<file path="config.mk">
export PLATFORM = sky130hd
export DESIGN_NAME = hazard_ctrl_flat
export DESIGN_NICKNAME = d
export VERILOG_FILES = /design/src/rtl/hazard_ctrl_pkg.sv /design/src/rtl/hazard_ctrl_if.sv /design/src/rtl/hazard_ctrl_sat_counter.sv /design/src/rtl/hazard_ctrl.sv /design/src/flat_wrapper.sv
export SDC_FILE = /design/constraint.sdc
export NUM_CORES = 1
export LEC_CHECK = 0
export BUFFER_PORTS_ARGS = -buffer_cell sky130_fd_sc_hd__buf_2
export CORE_UTILIZATION = 49
export CTS_CLUSTER_SIZE = 12
export DETAILED_ROUTE_END_ITERATION = 8
export PLACE_DENSITY_LB_ADDON = 0.05
export SYNTH_ARGS = -nofsm -noshare
export SYNTH_HDL_FRONTEND = slang
export SYNTH_SLANG_ARGS = --single-unit
</file>
<file path="constraint.sdc">
create_clock -name clk -period 2.2 [get_ports clk]
set_input_delay 0.33 -clock clk [delete_from_list [all_inputs] [get_ports clk]]
set_output_delay 0.33 -clock clk [all_outputs]
set_load 0.01 [all_outputs]
</file>
<file path="src/rtl/hazard_ctrl_pkg.sv">
// Shared types and constants for the pipeline hazard controller.
// Holds the FSM state enum and the operand forwarding selects.
package hazard_ctrl_pkg;

  typedef enum logic [1:0] {
    RUN     = 2'd0,
    MULLO   = 2'd1,
    MEMWAIT = 2'd2
  } hz_state_t;

  localparam logic [1:0] FWD_RF = 2'b00;
  localparam logic [1:0] FWD_W  = 2'b01;
  localparam logic [1:0] FWD_M  = 2'b10;

  localparam int CNT_W = 16;

  // Memory-stage result is younger, so it beats writeback.
  function automatic logic [1:0] fwd_sel(
    input logic hit_m,
    input logic hit_w
  );
    if (hit_m)      return FWD_M;
    else if (hit_w) return FWD_W;
    else            return FWD_RF;
  endfunction

endpackage

</file>
<file path="src/rtl/hazard_ctrl_if.sv">
// Hazard controller signal bundle: address-path matches in,
// stall/flush/forward controls and stall counter out.
interface hazard_ctrl_if;
  import hazard_ctrl_pkg::*;

  logic Match_1E_M;
  logic Match_1E_W;
  logic Match_2E_M;
  logic Match_2E_W;
  logic Match_1D_E;
  logic Match_2D_E;
  logic RegWriteM;
  logic RegWriteW;
  logic MemtoRegE;
  logic BranchTakenE;
  logic MultLongE;
  logic DMemStall;
  logic ClrCount;

  logic StallF;
  logic StallD;
  logic FlushD;
  logic FlushE;
  logic StallE;
  logic StallM;
  logic StallW;
  logic FlushW;
  logic WriteMultLoE;
  logic [1:0] ForwardAE;
  logic [1:0] ForwardBE;
  logic [CNT_W-1:0] StallCycles;

  modport master (
    output Match_1E_M, Match_1E_W,
    output Match_2E_M, Match_2E_W,
    output Match_1D_E, Match_2D_E,
    output RegWriteM, RegWriteW,
    output MemtoRegE, BranchTakenE,
    output MultLongE, DMemStall,
    output ClrCount,
    input  StallF, StallD, FlushD,
    input  FlushE, StallE, StallM,
    input  StallW, FlushW,
    input  WriteMultLoE,
    input  ForwardAE, ForwardBE,
    input  StallCycles
  );

  modport slave (
    input  Match_1E_M, Match_1E_W,
    input  Match_2E_M, Match_2E_W,
    input  Match_1D_E, Match_2D_E,
    input  RegWriteM, RegWriteW,
    input  MemtoRegE, BranchTakenE,
    input  MultLongE, DMemStall,
    input  ClrCount,
    output StallF, StallD, FlushD,
    output FlushE, StallE, StallM,
    output StallW, FlushW,
    output WriteMultLoE,
    output ForwardAE, ForwardBE,
    output StallCycles
  );

endinterface

</file>
<file path="src/rtl/hazard_ctrl_sat_counter.sv">
// Saturating up-counter with enable, synchronous clear
// and asynchronous active-low reset.
module sat_counter #(
  parameter int W = 16
) (
  input  logic         clk,
  input  logic         rst_n,
  input  logic         en,
  input  logic         clr,
  output logic [W-1:0] count
);

  always_ff @(posedge clk or negedge rst_n) begin
    if (!rst_n) begin
      count <= '0;
    end else if (clr) begin
      count <= '0;
    end else if (en && (count != '1)) begin
      count <= count + 1'b1;
    end
  end

endmodule

</file>
<file path="src/rtl/hazard_ctrl.sv">
// Pipeline hazard controller: forwarding, load-use stall,
// branch flush, long-multiply sequencing and memory wait.
module hazard_ctrl
  import hazard_ctrl_pkg::*;
(
  input  logic      clk,
  input  logic      reset,
  hazard_ctrl_if.slave hz
);

  hz_state_t state;
  hz_state_t state_nxt;
  hz_state_t eval_st;
  logic      ret_mul;
  logic      ret_nxt;
  logic      ld_stall;

  logic stall_f;
  logic stall_d;
  logic flush_d;
  logic flush_e;
  logic stall_e;
  logic stall_m;
  logic flush_w;
  logic wr_mlo;

  assign hz.ForwardAE = fwd_sel(
    hz.Match_1E_M & hz.RegWriteM,
    hz.Match_1E_W & hz.RegWriteW
  );
  assign hz.ForwardBE = fwd_sel(
    hz.Match_2E_M & hz.RegWriteM,
    hz.Match_2E_W & hz.RegWriteW
  );

  assign ld_stall = hz.MemtoRegE &
    (hz.Match_1D_E | hz.Match_2D_E);

  always_ff @(posedge clk or negedge reset) begin
    if (!reset) begin
      state   <= RUN;
      ret_mul <= 1'b0;
    end else begin
      state   <= state_nxt;
      ret_mul <= ret_nxt;
    end
  end

  always_comb begin
    state_nxt = state;
    ret_nxt   = ret_mul;
    stall_f   = 1'b0;
    stall_d   = 1'b0;
    flush_d   = 1'b0;
    flush_e   = 1'b0;
    stall_e   = 1'b0;
    stall_m   = 1'b0;
    flush_w   = 1'b0;
    wr_mlo    = 1'b0;
    // MEMWAIT behaves as the state it will resume.
    eval_st   = state;
    if (state == MEMWAIT) begin
      eval_st = ret_mul ? MULLO : RUN;
    end

    if (hz.DMemStall) begin
      stall_f   = 1'b1;
      stall_d   = 1'b1;
      stall_e   = 1'b1;
      stall_m   = 1'b1;
      flush_w   = 1'b1;
      wr_mlo    = (eval_st == MULLO);
      ret_nxt   = (eval_st == MULLO);
      state_nxt = MEMWAIT;
    end else begin
      unique case (eval_st)
        MULLO: begin
          wr_mlo    = 1'b1;
          state_nxt = RUN;
        end
        RUN: begin
          state_nxt = RUN;
          if (hz.MultLongE) begin
            stall_f   = 1'b1;
            stall_d   = 1'b1;
            stall_e   = 1'b1;
            state_nxt = MULLO;
          end else if (hz.BranchTakenE) begin
            flush_d = 1'b1;
            flush_e = 1'b1;
          end else if (ld_stall) begin
            stall_f = 1'b1;
            stall_d = 1'b1;
            flush_e = 1'b1;
          end
        end
        default: state_nxt = RUN;
      endcase
    end
  end

  assign hz.StallF       = stall_f;
  assign hz.StallD       = stall_d;
  assign hz.FlushD       = flush_d;
  assign hz.FlushE       = flush_e;
  assign hz.StallE       = stall_e;
  assign hz.StallM       = stall_m;
  assign hz.StallW       = 1'b0;
  assign hz.FlushW       = flush_w;
  assign hz.WriteMultLoE = wr_mlo;

  sat_counter #(
    .W (CNT_W)
  ) u_stall_cnt (
    .clk   (clk),
    .rst_n (reset),
    .en    (stall_f),
    .clr   (hz.ClrCount),
    .count (hz.StallCycles)
  );

endmodule
</file>
<file path="src/flat_wrapper.sv">
// flat-port wrapper written by rule: the top's interface ports become plain ports
module hazard_ctrl_flat import hazard_ctrl_pkg::*;
  (clk, reset, hz_Match_1E_M, hz_Match_1E_W, hz_Match_2E_M, hz_Match_2E_W, hz_Match_1D_E, hz_Match_2D_E, hz_RegWriteM, hz_RegWriteW, hz_MemtoRegE, hz_BranchTakenE, hz_MultLongE, hz_DMemStall, hz_ClrCount, hz_StallF, hz_StallD, hz_FlushD, hz_FlushE, hz_StallE, hz_StallM, hz_StallW, hz_FlushW, hz_WriteMultLoE, hz_ForwardAE, hz_ForwardBE, hz_StallCycles);
  hazard_ctrl_if hz_i ();
  input  logic clk;
  input  logic reset;
  input wire logic [$bits(hz_i.Match_1E_M)-1:0] hz_Match_1E_M;
  input wire logic [$bits(hz_i.Match_1E_W)-1:0] hz_Match_1E_W;
  input wire logic [$bits(hz_i.Match_2E_M)-1:0] hz_Match_2E_M;
  input wire logic [$bits(hz_i.Match_2E_W)-1:0] hz_Match_2E_W;
  input wire logic [$bits(hz_i.Match_1D_E)-1:0] hz_Match_1D_E;
  input wire logic [$bits(hz_i.Match_2D_E)-1:0] hz_Match_2D_E;
  input wire logic [$bits(hz_i.RegWriteM)-1:0] hz_RegWriteM;
  input wire logic [$bits(hz_i.RegWriteW)-1:0] hz_RegWriteW;
  input wire logic [$bits(hz_i.MemtoRegE)-1:0] hz_MemtoRegE;
  input wire logic [$bits(hz_i.BranchTakenE)-1:0] hz_BranchTakenE;
  input wire logic [$bits(hz_i.MultLongE)-1:0] hz_MultLongE;
  input wire logic [$bits(hz_i.DMemStall)-1:0] hz_DMemStall;
  input wire logic [$bits(hz_i.ClrCount)-1:0] hz_ClrCount;
  output wire logic [$bits(hz_i.StallF)-1:0] hz_StallF;
  output wire logic [$bits(hz_i.StallD)-1:0] hz_StallD;
  output wire logic [$bits(hz_i.FlushD)-1:0] hz_FlushD;
  output wire logic [$bits(hz_i.FlushE)-1:0] hz_FlushE;
  output wire logic [$bits(hz_i.StallE)-1:0] hz_StallE;
  output wire logic [$bits(hz_i.StallM)-1:0] hz_StallM;
  output wire logic [$bits(hz_i.StallW)-1:0] hz_StallW;
  output wire logic [$bits(hz_i.FlushW)-1:0] hz_FlushW;
  output wire logic [$bits(hz_i.WriteMultLoE)-1:0] hz_WriteMultLoE;
  output wire logic [$bits(hz_i.ForwardAE)-1:0] hz_ForwardAE;
  output wire logic [$bits(hz_i.ForwardBE)-1:0] hz_ForwardBE;
  output wire logic [$bits(hz_i.StallCycles)-1:0] hz_StallCycles;
  assign hz_i.Match_1E_M = hz_Match_1E_M;
  assign hz_i.Match_1E_W = hz_Match_1E_W;
  assign hz_i.Match_2E_M = hz_Match_2E_M;
  assign hz_i.Match_2E_W = hz_Match_2E_W;
  assign hz_i.Match_1D_E = hz_Match_1D_E;
  assign hz_i.Match_2D_E = hz_Match_2D_E;
  assign hz_i.RegWriteM = hz_RegWriteM;
  assign hz_i.RegWriteW = hz_RegWriteW;
  assign hz_i.MemtoRegE = hz_MemtoRegE;
  assign hz_i.BranchTakenE = hz_BranchTakenE;
  assign hz_i.MultLongE = hz_MultLongE;
  assign hz_i.DMemStall = hz_DMemStall;
  assign hz_i.ClrCount = hz_ClrCount;
  assign hz_StallF = hz_i.StallF;
  assign hz_StallD = hz_i.StallD;
  assign hz_FlushD = hz_i.FlushD;
  assign hz_FlushE = hz_i.FlushE;
  assign hz_StallE = hz_i.StallE;
  assign hz_StallM = hz_i.StallM;
  assign hz_StallW = hz_i.StallW;
  assign hz_FlushW = hz_i.FlushW;
  assign hz_WriteMultLoE = hz_i.WriteMultLoE;
  assign hz_ForwardAE = hz_i.ForwardAE;
  assign hz_ForwardBE = hz_i.ForwardBE;
  assign hz_StallCycles = hz_i.StallCycles;
  hazard_ctrl u_core (.clk(clk), .reset(reset), .hz(hz_i));
endmodule
</file>
======== Word-level counts from Yosys, hierarchy flattened ========
Index checks and enable logic that the tools add are counted.
operators by class
  $add $sub $neg .......................... 1
  multipliers ............................. 0
  divide/modulo/power cells ............... 0
  $lt $le $gt $ge ......................... 0
  equal/unequal tests ..................... 3
  shift-type cells ........................ 0
  mux-type cells .......................... 30
  bitwise logic cells ..................... 6
  reductions and logical operators ........ 3
operators with widths
  operator                                             number
  2-to-1 mux 16 bit                                    2
  2-to-1 mux 1 bit                                     23
  adder 16 x 1 -> 16 bit, second input constant        1
  inequality test 16 bit, second input constant        1
  2-to-1 mux 2 bit                                     5
  AND 1 bit                                            5
  equality test 2 x 1 -> 1 bit, second input constant  1
  equality test 2 bit, second input constant           1
  logical NOT 2 bit                                    1
  nonzero test 2 bit                                   1
  logical AND 1 bit                                    1
  OR 1 bit                                             1
word-level totals
  register bits after elaboration ......... 19
  bits in latches ......................... 0
  RAM bits ................................ 0
  bits in read-only memories .............. 0
  input bits .............................. 15
  output and inout port bits .............. 29
  word-level logic and storage cells ...... 46
  memories kept ........................... 0

======== Depth between registers and ports, before layout ========
Gate-level depths: netlist of run 1.
  word-level depth ........................ 10
  gate-level depth with buffers ........... 7
  depth with buffers taken out ............ 5

======== Cells and area by module ========
From an unflattened synthesis of run 1, not the netlist that was laid out.
unflattened totals
  cells, all modules ...................... 127
  area, all modules ....................... 1163.6 µm²
by module, submodules not included
  module       times used  cells each  area an instance (µm²)  seq. area each (µm²)
  sat_counter  1           98          942.2                   400.4
  hazard_ctrl  1           29          221.5                   75.1

======== Worst setup path after synthesis of run 1 ========
Ideal clock, no wire load.
  path type ............................... register to register
  from .................................... register u_core.u_stall_cnt.count[0]
  to ...................................... register u_core.u_stall_cnt.count[12]
  library setup time ...................... 128 ps
  arrival time ............................ 1681 ps
  required time ........................... 2072 ps
  path slack .............................. 391 ps
  cell stages (with the launch flop) ...... 7
  buffers on the path ..................... 1
  period minus slack after synthesis ...... 1809 ps
  path through ............................ dfrtp_1 -> ha_1 -> nand4_4 -> nor4b_4 -> buf_6 -> nor4b_1 -> mux2_1
on the way
  word-level cells in the longest chain between the ends .. 3
  elaborated cells on any way between the ends .. 6
  those cells by class .................... add/sub (1); eq/ne (1); mux (2); reduce/logical (2)
RTL lines
  item                                                                     RTL line                                                      source
  start: declaration                                                       hazard_ctrl_sat_counter.sv:10                                 output logic [W-1:0] count
  start signal: assignment                                                 hazard_ctrl_sat_counter.sv:19                                 count <= count + 1'b1;
  adder 16 x 1 -> 16 bit / inequality test 16 bit (equally long branches)  hazard_ctrl_sat_counter.sv:19, hazard_ctrl_sat_counter.sv:18
  2-to-1 mux 16 bit / logical AND 1 bit (equally long branches)            hazard_ctrl_sat_counter.sv:18                                 end else if (en && (count != '1)) begin
  2-to-1 mux 16 bit / nonzero test 2 bit (equally long branches)           n/a
Parallel ways exist; a longest one is shown, timed or not. The select of a mux whose other input is x is not followed.
A chain may end at the register's enable or synchronous reset.

======== Worst setup path in the final report of run 1 ========
  from .................................... register u_core.ret_mul
  to ...................................... output hz_StallF
on the way
  word-level cells in the longest chain between the ends .. 5
RTL lines
  item                      RTL line            source
  start: declaration        hazard_ctrl.sv:14   logic ret_mul;
  start signal: assignment  hazard_ctrl.sv:45   ret_mul <= ret_nxt;
  2-to-1 mux 1 bit          hazard_ctrl.sv:63   eval_st = ret_mul ? MULLO : RUN;
  2-to-1 mux 2 bit          hazard_ctrl.sv:62   if (state == MEMWAIT) begin
  logical NOT 2 bit         hazard_ctrl.sv:76   unique case (eval_st)
  2-to-1 mux 1 bit          hazard_ctrl.sv:76
  2-to-1 mux 1 bit          hazard_ctrl.sv:66   if (hz.DMemStall) begin
  end: declaration          flat_wrapper.sv:20  output wire logic [$bits(hz_i.StallF)-1:0] hz_StallF;
No other way between the ends.

==> results by group, run 1 <==
Run status
  • Status: finished, final reports clean

Synthesis
  • FFs w/ async S/R, synth: 1.000
  • Avg Cell Area, Syn: 9.293 µm²
  • YS warnings: 0
  • Cells after Synth: 131
  • Flops & latches, synth: 19
  • EDFF count, synth: 0
  • Post-synthesis net count: 147
  • Main synth FF type: dfrtp_1
  • Register area share after synthesis: 0.3905
  • Yosys cell types: 40
  • Mapped Area: 1217 µm²

Timing
  • Min Tclk post-route: 1.978 ns
  • RSZ-0062 raised after global routing: no
  • TNS Setup: 0 ns
  • # setup viols final: 0
  • Endpoints failing hold: 0
  • Fin crit share: 0.8989
  • Clock Skews: 0.01019 ns
  • FMAX: 0.5056 GHz
  • Pins over their slew limit: 0

Placed design
  • RePlAce Congestion: 0.7909
  • Final HPWL DP: 1.857 mm
  • Port Buf Inserts: 42

Setup path
  • Crit path kind: flip-flop to output pin
  • Critical Path Source Type: flip-flop
  • Worst path required time: 1.87 ns
  • Max Fanout on Critical Path: 21
  • Critical path arrival: 1.65 ns
  • CP Capture Type: output pin

Clock network
  • Root buf cell: clkbuf_4
  • CTS Buf Count: 3
  • Sinks on Clock Net: 19
  • CTS H-tree depth: 1
  • Clock Latency Late Sink: 0.30 ns
  • CTS tree: done
  • Clock-pin transition on the worst setup and hold timing paths: 0.11 ns
  • Post-CTS Resized: 0
  • Clock Tree Buf Depth: 2

Routing
  • Wirelength per Cell: 13.10 µm
  • Initial drt markers: 27
  • DRT Pass-1 Iters: 4
  • Drt drc: 0
  • Via count: 1115
  • Antenna viol nets, final: 0
  • Vias/cell: 5.631
  • Total wire length: 2.593 mm

Global route
  • Initial antenna violation count: 0
  • GRT Resource Usage Total: 0.2123
  • First-pass GRT wire length: 4.174 mm
  • Grt total ovfl: 0
  • Vias in the first global route: 920
  • Pin count of the biggest net entering global routing: 22

Final layout
  • Commonest non-fill, non-tap cell in the layout: buf_2
  • Most frequent cells in the layout: 42 x buf_2, 19 x dfrtp_1, 11 x a21oi_1, 9 x nand2_1
  • Fin nets: 187
  • Layout cell share with drive strength beyond 1: 0.3647
  • Area Overhead vs Synth: 18.19%
  • ANT cells: 0

Die
  • Die Wd: 51.85 µm
  • Die area: 2688 µm²
  • Rows: 17
  • Core area: 2276 µm²
  • Die Height: 51.85 µm
  • Top Ports: 44
  • Starting Density: 0.5349

Power
  • Worst VDD drop: 0.0004116 V
  • Power per Cell Area: 455.2 nW/µm²
  • Tot Pwr: 0.6550 mW
  • Leak: 0.7173 nW

Min path
  • Hold crit path type: input port to flip-flop

Job
  • Max-Cap Viols: 0
layout make-up:
cell class,instances,area (µm²)
multi-input cells,98,651.9
clock buffers,4,26.28
well taps,28,35.03
flip-flops and latches,19,475.5
fillers,214,837.1
inverters,4,15.01
repair buffers,45,235.2
per-layer routing:
metal	wire, µm	part of all wire	GRT usage
met1	1177	0.45	0.2528
met2	1257	0.48	0.3611
met3	132	0.051	0.06433
met4	26	0.010	0.06757
met5	0	0	0
per-stage QoR:
step | utilization | std cells | hold slack (ns) | setup slack, ns | instance area, µm²
floorplan | - | 131 | 0.03441 | 0.3914 | 1217
global placement | 0.6163 | 193 | 0.2944 | 0.3543 | 1403
detailed placement | 0.6163 | 193 | 0.2902 | 0.2919 | 1403
CTS | 0.6322 | 198 | 0.2029 | 0.2056 | 1439
global route | 0.6322 | 198 | 0.1912 | 0.09464 | 1439
finish | 0.6322 | 198 | 0.2115 | 0.2223 | 1439
registers in the layout, summed over array words and instances (netlist names):
register                  flops
u_core.u_stall_cnt.count     16
u_core.ret_mul                1
u_core.state                  2
path summary, 6_finish.rpt:
path                                              start                           end  slack [ns]  depth (start not counted)
min in group asynchronous                         reset               u_core.state[0]        0.49                          2
max in group asynchronous                         reset  u_core.u_stall_cnt.count[12]        1.41                          2
setup reg to reg                         u_core.ret_mul   u_core.u_stall_cnt.count[8]        0.27                          5
hold / removal                             hz_DMemStall               u_core.state[1]        0.21                          1
setup / recovery                         u_core.ret_mul                     hz_StallF        0.22                          5
hold reg to reg            u_core.u_stall_cnt.count[11]  u_core.u_stall_cnt.count[11]        0.57                          2
worst max-delay path: stages (launching register included):
cell and delay (ns):
dfrtp_1 0.40, a21oi_2 0.09, or2_2 0.32, nand2_2 0.29, inv_1 0.09, buf_2 0.15
cell families after synthesis:
kind of cell,share of synthesized area
mux,0.05447
buf+inv,0.07399
simple gates,0.3340
fa+ha+maj,0.01028
compound gates,0.1336
flops,0.3905
other cells,0.003080
synth_stat cells, types with 2 or more instances:
master    count  area share
buf_4         4       0.025
inv_1         4       0.012
nor4_1        2       0.010
or4_1         5       0.031
o31ai_1       6       0.037
clkbuf_1      3      0.0092
mux2_2        2       0.018
a21oi_1      11       0.045
mux2_1        3       0.028
nand2_1       9       0.028
o21ai_0       7       0.029
and3_1        3       0.015
or3_1         5       0.026
nor2_1        8       0.025
buf_6         3       0.028
and2_1        2       0.010
nand2b_1      2       0.010
nor2b_1       4       0.021
nand3_1       8       0.033
dfrtp_1      19        0.39
nor2_2        2       0.010
timing repair:
item | 4_1_cts | 5_1_grt
buffers inserted | 0 | 0
hold buffers | 1 | 0
endpoints found under the hold margin | 19 | 0
report_power, final:
part           internal, mW  switching, mW
Clock                0.0706          0.105
Sequential            0.359         0.0113
Combinational        0.0450         0.0642
Note: power is estimated with default switching activity, not from simulation.
==> run 2, diff against run 1 <==
--- a/config.mk
+++ b/config.mk
@@ -5,8 +5,9 @@
 export SDC_FILE = /design/constraint.sdc
 export NUM_CORES = 1
 export LEC_CHECK = 0
+export ABC_AREA = 1
 export BUFFER_PORTS_ARGS = -buffer_cell sky130_fd_sc_hd__buf_2
-export CORE_UTILIZATION = 49
+export CORE_UTILIZATION = 50
 export CTS_CLUSTER_SIZE = 12
 export DETAILED_ROUTE_END_ITERATION = 8
 export PLACE_DENSITY_LB_ADDON = 0.05
==> run 2 against run 1 <==
Compared with the run above: sequential power is 2% higher; clock-buffer cell count is 1 lower; utilization is 1.0 points lower; power is 4.9% higher; clock skew is 0.0058 ns lower; critical path type unchanged; critical endpoint unchanged; largest power group unchanged.
==> results by group, run 2 <==
Die
  • Die area: 2808 µm² (was 2688 µm²)
  • Core area: 2477 µm² (was 2276 µm²)
  • Top Ports: 44 (unchanged)
  • Die Height: 52.99 µm (was 51.85 µm)
  • Die Wd: 52.99 µm (was 51.85 µm)
  • Starting Density: 0.5247 (was 0.5349)
  • Rows: 18 (was 17)

Synthesis
  • Simple-Gate Fraction of Synth Area: 0.4572 (was 0.3340)
  • Commonest cells in the netlist: 79 x nand2_1, 30 x nor2_1, 20 x inv_1 (was 19 x dfrtp_1, 11 x a21oi_1, 9 x nand2_1)
  • Cell taking the most area after synthesis: dfrtp_1 (unchanged)
  • Synth top area share: 0.3657 (was 0.3905)
  • Compound-cell area share of the yosys netlist: 0.04235 (was 0.1336)
  • Post-synthesis mux area share: 0 (was 0.05447)
  • Flops & latches, synth: 19 (unchanged)
  • Cells after Synth: 202 (was 131)
  • Main synth FF type: dfrtp_1 (unchanged)
  • FFs w/ async S/R, synth: 1.000 (unchanged)
  • YS warnings: 0 (unchanged)
  • Top-count cell post-synth: nand2_1 (was dfrtp_1)
  • Top cells by area, synth: dfrtp_1 37%, nand2_1 23%, nor2_1 8.7%, nand3_1 6.9%, inv_1 5.8% (was dfrtp_1 39%, a21oi_1 4.5%, o31ai_1 3.7%, nand3_1 3.3%, or4_1 3.1%)
  • Post-synthesis adder-cell area fraction: 0.009625 (was 0.01028)
  • Post-synthesis net count: 218 (was 147)
  • Avg Cell Area, Syn: 6.436 µm² (was 9.293 µm²)
  • Mapped Area: 1300 µm² (was 1217 µm²)
  • Yosys cell types: 22 (was 40)
  • Largest family of logic cells by synthesized area: simple AND/OR/NAND/NOR gates (unchanged)
  • Register area share after synthesis: 0.3657 (was 0.3905)
  • Area share of xor/xnor cells in the synthesized design: 0.02695 (was 0)
  • EDFF count, synth: 0 (unchanged)

Final layout
  • Max reg flops: 16 (unchanged)
  • ANT cells: 0 (unchanged)
  • Area Overhead vs Synth: 18.48% (was 18.19%)
  • Most flop-heavy register: u_core.u_stall_cnt.count (unchanged)
  • Layout cell share with drive strength beyond 1: 0.2263 (was 0.3647)
  • Multi-input logic area: 700.7 µm² (was 651.9 µm²)
  • Fin nets: 260 (was 187)
  • Commonest non-fill, non-tap cell in the layout: nand2_1 (was buf_2)
  • Final Util: 0.6217 (was 0.6322)
  • Most frequent cells in the layout: 79 x nand2_1, 42 x buf_2, 30 x nor2_1, 20 x inv_1, 19 x dfrtp_1 (was 42 x buf_2, 19 x dfrtp_1, 11 x a21oi_1, 9 x nand2_1)
  • Register area: 475.5 µm² (unchanged)
  • Fillers: 242 (was 214)
  • Largest regs: u_core.u_stall_cnt.count x16, u_core.state x2, u_core.ret_mul x1 (unchanged)

Timing
  • TNS Setup: 0 ns (unchanged)
  • Min Tclk post-route: 1.700 ns (was 1.978 ns)
  • Fin crit share: 0.7727 (was 0.8989)
  • FMAX: 0.5883 GHz (was 0.5056 GHz)
  • RSZ-0062 raised after global routing: no (unchanged)
  • Hold_ws: 0.1937 ns (was 0.2115 ns)
  • # setup viols final: 0 (unchanged)
  • Endpoints failing hold: 0 (unchanged)
  • Pins over their slew limit: 0 (unchanged)
  • Clock Skews: 0.004349 ns (was 0.01019 ns)

Power
  • Leak: 0.8609 nW (was 0.7173 nW)
  • Power per Cell Area: 446.0 nW/µm² (was 455.2 nW/µm²)
  • Worst VDD drop: 0.0003333 V (was 0.0004116 V)

Placed design
  • Final HPWL DP: 2.380 mm (was 1.857 mm)
  • RePlAce Congestion: 0.8602 (was 0.7909)
  • Port Buf Inserts: 42 (unchanged)

Setup path
  • Critical path arrival: 1.37 ns (was 1.65 ns)
  • Worst path required time: 1.87 ns (about the same)
  • Critical Path Source Type: flip-flop (unchanged)
  • Reg2reg setup slack: 0.51 ns (was 0.27 ns)
  • Crit path kind: flip-flop to output pin (unchanged)
  • CP Capture Type: output pin (unchanged)
  • Max Fanout on Critical Path: 4 (was 21)

Clock network
  • Clock Tree Buf Depth: 2 (unchanged)
  • CTS Buf Count: 3 (unchanged)
  • Sinks on Clock Net: 19 (unchanged)
  • CTS tree: done (unchanged)
  • Root buf cell: clkbuf_4 (unchanged)
  • CTS H-tree depth: 1 (unchanged)
  • Clock-pin transition on the worst setup and hold timing paths: 0.11 ns (about the same)
  • # Post-CTS Setup Buffers: 0 (unchanged)
  • Clock Latency Late Sink: 0.31 ns (was 0.30 ns)

Routing
  • Drt drc: 0 (unchanged)
  • Vias/cell: 5.048 (was 5.631)
  • Total wire length: 3.148 mm (was 2.593 mm)
  • Antenna viol nets, final: 0 (unchanged)
  • Via count: 1378 (was 1115)
  • Wirelength per Cell: 11.53 µm (was 13.10 µm)
  • Initial drt markers: 53 (was 27)
  • DRT Pass-1 Iters: 4 (unchanged)

Global route
  • Pin count of the biggest net entering global routing: 20 (was 22)
  • Vias in the first global route: 1192 (was 920)
  • Initial antenna violation count: 0 (unchanged)
  • GRT Resource Usage Total: 0.2451 (was 0.2123)
  • First-pass GRT wire length: 4.912 mm (was 4.174 mm)
  • Grt total ovfl: 0 (unchanged)

Run status
  • Status: finished, final reports clean (unchanged)

Min path
  • Hold crit path type: input port to flip-flop (unchanged)

Job
  • Max-Cap Viols: 0 (unchanged)
-- run 2: cell count changes in the layout (fill, tap and decap cells not counted), moves of 5 or more --
| cell | delta |
|---|---|
| nand3_1 | +10 |
| or4_1 | -5 |
| or3_1 | -5 |
| nand2_1 | +70 |
| a21oi_1 | -10 |
| o31ai_1 | -6 |
| nor2_1 | +22 |
| inv_1 | +16 |
-- run 2: what timing repair did --
item,4_1_cts,5_1_grt
hold buffers,1,0
endpoints found under the hold margin,19,0
resized for setup,0,0
-- run 2: cell families after synthesis --
kind of cell             Yosys count
buffers and inverters             27
other                              1
flip-flops                        19
AND/OR/NAND/NOR                  140
XOR/XNOR                           4
adder cells (fa/ha/maj)            1
AO/OA/AOI/OAI                     10
-- run 2: per-layer routing --
| metal | routed length, µm | track usage | vias up |
|---|---|---|---|
| met2 | 1579 | 0.4325 | 41 |
| met4 | 50 | 0.09649 | 0 |
| li1 | - | - | 705 |
| met5 | 0 | 0 | - |
| met1 | 1401 | 0.2950 | 623 |
| met3 | 117 | 0.03736 | 9 |
-- run 2: layout make-up --
class / count / area share
inverters: 21 / 0.05118
flip-flops and latches: 19 / 0.3087
clock buffers: 3 / 0.01462
well taps: 30 / 0.02437
clock inverters: 1 / 0.003249
multi-input cells: 156 / 0.4549
repair buffers: 43 / 0.1430
-- run 2: worst paths after layout --
check / cells past startpoint / startpoint / to
max in group asynchronous: 2 / reset / u_core.u_stall_cnt.count[7]
max: 6 / u_core.state[1] / hz_StallF
min: 1 / hz_DMemStall / u_core.state[1]
min in group asynchronous: 2 / reset / u_core.state[1]
min reg2reg: 2 / u_core.ret_mul / u_core.ret_mul
max reg2reg: 9 / u_core.u_stall_cnt.count[1] / u_core.u_stall_cnt.count[13]
-- run 2: report_power, final --
part	switching, mW	leakage, nW	internal [mW]
Sequential	0.0140	0.259	0.362
Clock	0.116	0.0177	0.0679
Combinational	0.0811	0.584	0.0461
-- run 2: stage by stage --
step | instances | power (mW) | worst slack [ns] | area [µm²]
global route | 273 | 0.7300 | 0.3295 | 1540
CTS | 273 | 0.6931 | 0.4976 | 1540
global placement | 268 | 0.5042 | 0.6366 | 1503
finish | 273 | 0.6870 | 0.5001 | 1540
detailed placement | 268 | 0.5090 | 0.5419 | 1503
floorplan | 202 | 0.4577 | 0.6830 | 1300
-- run 2: worst max-delay path, cell delays in order, from the launching register on --
cell     delay (ns)
dfrtp_1        0.41
nand2_1        0.11
nand3_1        0.12
nand2_1        0.12
inv_1          0.05
nand2_1        0.11
buf_2          0.15
==> run 3, diff against run 2 <==
--- a/config.mk
+++ b/config.mk
@@ -7,7 +7,7 @@
 export LEC_CHECK = 0
 export ABC_AREA = 1
 export BUFFER_PORTS_ARGS = -buffer_cell sky130_fd_sc_hd__buf_2
-export CORE_UTILIZATION = 50
+export CORE_UTILIZATION = 45
 export CTS_CLUSTER_SIZE = 12
 export DETAILED_ROUTE_END_ITERATION = 8
 export PLACE_DENSITY_LB_ADDON = 0.05
==> constraint.sdc (replaced) <==
create_clock -name clk -period 1.5 [get_ports clk]
set_input_delay 0.225 -clock clk [delete_from_list [all_inputs] [get_ports clk]]
set_output_delay 0.225 -clock clk [all_outputs]
set_load 0.01 [all_outputs]
==> run 3 against run 2 <==
Compared with the run above: non-clock buffer count increased by 29; utilization increased by 6.3 points; sequential share of layout area down 5.7 points; clock skew grew 0.0017 ns; worst hold slack lost 0.084 ns; power increased by 60%; clock power grew 45%; clock-buffer cell count up 1.
==> results by group, run 3 (synthesis results as in run 2) <==
Run status
  • Status: finished, final reports clean (unchanged)

Power
  • Combinational Power Share: 0.258 (was 0.185)
  • Share of power burned in registers: 0.499 (was 0.547)
  • Worst VDD drop: 0.0004104 V (was 0.0003333 V)
  • Switching power: 0.3365 mW (was 0.2112 mW)
  • P_int: 0.7616 mW (was 0.4758 mW)
  • Tot Pwr: 1.098 mW (was 0.6870 mW)
  • Power per Cell Area: 581.2 nW/µm² (was 446.0 nW/µm²)
  • Clock Power Share: 0.242 (was 0.268)
  • Leak: 1.047 nW (was 0.8609 nW)
  • Net Sw Frac: 0.3064 (was 0.3074)

Die
  • Core area: 2758 µm² (was 2477 µm²)
  • Die Wd: 55.75 µm (was 52.99 µm)
  • Die Height: 55.75 µm (was 52.99 µm)
  • Top Ports: 44 (unchanged)
  • Die area: 3108 µm² (was 2808 µm²)
  • Rows: 19 (was 18)
  • Starting Density: 0.4714 (was 0.5247)

Routing
  • Initial drt markers: 65 (was 53)
  • Vias/cell: 5.023 (was 5.048)
  • Wirelength per Cell: 12.01 µm (was 11.53 µm)
  • Antenna viol nets, final: 0 (unchanged)
  • DRT Pass-1 Iters: 4 (unchanged)
  • Via count: 1522 (was 1378)
  • Drt drc: 0 (unchanged)
  • Total wire length: 3.638 mm (was 3.148 mm)

Setup path
  • Max incr delay on CP: 0.41 ns (about the same)
  • Crit path kind: flip-flop to output pin (unchanged)
  • Max Fanout on Critical Path: 4 (unchanged)
  • CP Capture Type: output pin (unchanged)
  • Worst path required time: 1.27 ns (was 1.87 ns)
  • Cell mode on critical path: nand2_2 (was nand2_1)
  • CP bufs+invs: 2 (unchanged)
  • CP delay by family, top: flip-flops (was simple AND/OR/NAND/NOR gates)
  • RR Startpoint: u_core.u_stall_cnt.count[0] (was u_core.u_stall_cnt.count[1])
  • Reg2reg setup slack: 0.07 ns (was 0.51 ns)
  • Reg2reg end: u_core.u_stall_cnt.count[2] (was u_core.u_stall_cnt.count[13])
  • Cells on worst reg2reg path: 10 (was 9)
  • Critical path arrival: 1.22 ns (was 1.37 ns)
  • Critical path cell sequence: nand2_2 -> nand3_2 -> nand2_2 -> inv_2 -> nand2_4 -> buf_6 (was nand2_1 -> nand3_1 -> nand2_1 -> inv_1 -> nand2_1 -> buf_2)
  • Crit path max-delay cell type: dfrtp_1 (unchanged)
  • Critical Path Source Type: flip-flop (unchanged)

Final layout
  • Area Overhead vs Synth: 45.33% (was 18.48%)
  • Fin nets: 289 (was 260)
  • ANT cells: 0 (unchanged)
  • Commonest non-fill, non-tap cell in the layout: nand2_1 (unchanged)
  • Max reg flops: 16 (unchanged)
  • Final Util: 0.6851 (was 0.6217)
  • Layout cell share with drive strength beyond 1: 0.4007 (was 0.2263)
  • Most flop-heavy register: u_core.u_stall_cnt.count (unchanged)
  • Largest regs: u_core.u_stall_cnt.count x16, u_core.state x2, u_core.ret_mul x1 (unchanged)
  • Most frequent cells in the layout: 66 x nand2_1, 39 x buf_2, 26 x nor2_1, 25 x buf_4, 19 x dfrtp_1 (was 79 x nand2_1, 42 x buf_2, 30 x nor2_1, 20 x inv_1, 19 x dfrtp_1)

Timing
  • Endpoints failing hold: 0 (unchanged)
  • Pins over their slew limit: 0 (unchanged)
  • RSZ-0062 raised after global routing: yes (was no)
  • Clock Skews: 0.006083 ns (was 0.004349 ns)
  • Min Tclk post-route: 1.444 ns
  • Fin crit share: 0.9630
  • Hold_ws: 0.1093 ns (was 0.1937 ns)
  • # setup viols final: 0 (unchanged)
  • Final worst slack: 0.05552 ns (was 0.5001 ns)
  • FMAX: 0.6923 GHz

Placed design
  • RePlAce Congestion: 0.8768 (was 0.8602)
  • Final HPWL DP: 2.605 mm (was 2.380 mm)
  • Dpl ws: -0.04396 ns (was 0.5419 ns)
  • Port Buf Inserts: 42 (unchanged)

Clock network
  • Clock Tree Buf Depth: 2 (unchanged)
  • CTS H-tree depth: 1 (unchanged)
  • Root buf cell: clkbuf_4 (unchanged)
  • CTS tree: done (unchanged)
  • Clock Latency Late Sink: 0.30 ns (was 0.31 ns)
  • Clock-pin transition on the worst setup and hold timing paths: 0.10 ns (was 0.11 ns)
  • Sinks on Clock Net: 19 (unchanged)
  • CTS Buf Count: 3 (unchanged)

Global route
  • Pin count of the biggest net entering global routing: 20 (unchanged)
  • GRT Resource Usage Total: 0.2399 (was 0.2451)
  • Initial antenna violation count: 0 (unchanged)
  • Vias in the first global route: 1395 (was 1192)
  • First-pass GRT wire length: 5.851 mm (was 4.912 mm)
  • Grt total ovfl: 0 (unchanged)

Min path
  • Hold_sp: hz_DMemStall (unchanged)
  • Hold EP: u_core.state[1] (unchanged)
  • Hold path depth: 1 (unchanged)
  • Hold crit path type: input port to flip-flop (unchanged)

Job
  • Max-Cap Viols: 0 (unchanged)
-- run 3: cell types whose count changed in the layout (fill, tap and decap cells not counted), moves of 3 or more --
| cell | previous run | this run |
|---|---|---|
| nor2_1 | 30 | 26 |
| nor2_2 | 3 | 6 |
| buf_2 | 42 | 39 |
| nand2_2 | 1 | 12 |
| buf_4 | 0 | 25 |
| nand2_1 | 79 | 66 |
| buf_6 | 0 | 7 |
-- run 3: worst max-delay path by stage --
stage          slack (ns)                        start  cells after the start                      endpoint
2_1_floorplan       0.002  u_core.u_stall_cnt.count[1]                     10   u_core.u_stall_cnt.count[5]
3_3_place_gp         0.02  u_core.u_stall_cnt.count[1]                      9  u_core.u_stall_cnt.count[13]
3_5_place_dp        -0.04  u_core.u_stall_cnt.count[0]                      9   u_core.u_stall_cnt.count[5]
4_1_cts             0.008  u_core.u_stall_cnt.count[0]                     10   u_core.u_stall_cnt.count[9]
5_1_grt             -0.06  u_core.u_stall_cnt.count[1]                      9  u_core.u_stall_cnt.count[12]
6_report             0.06              u_core.state[1]                      6                     hz_StallF
-- run 3: layout make-up --
cell class | instances | area [µm²]
Clock buffer | 4 | 26.28
Fill cell | 242 | 868.3
Inverter | 21 | 78.83
Multi-Input combinational cell | 156 | 798.3
Sequential cell | 19 | 475.5
Tap cell | 31 | 38.79
Timing Repair Buffer | 72 | 471.7
-- run 3: per-stage QoR --
stage,cell area [µm²],TNS (ns),cells
after global routing,1889,-0.3465,303
after CTS,1768,0,298
after detailed placement,1657,-0.2867,289
after global placement,1657,0,289
after floorplan,1303,0,202
final,1889,0,303
-- run 3: power groups by stage --
| stage | Clock [mW] | Combinational [mW] | Sequential, mW |
|---|---|---|---|
| finish | 0.266 | 0.284 | 0.548 |
| global route | 0.301 | 0.309 | 0.551 |
| CTS | 0.277 | 0.247 | 0.544 |
| detailed placement | 0 | 0.223 | 0.553 |
| global placement | 0 | 0.218 | 0.552 |
| floorplan | 0 | 0.108 | 0.564 |
-- run 3: timing repair --
action,in CTS,in global routing
cloned,0,0
gates resized for setup,11,27
pin swaps,8,13
hold buffers,1,0
hold endpoints to repair,19,0
setup buffers,5,5
endpoints found under the setup margin,16,21
-- run 3: per-layer routing --
metal | track usage | vias to the layer above | part of all wire
met4 | 0.09643 | 0 | 0.016
li1 | - | 763 | -
met1 | 0.2840 | 699 | 0.42
met2 | 0.4337 | 53 | 0.52
met3 | 0.03488 | 7 | 0.051
met5 | 0 | - | 0
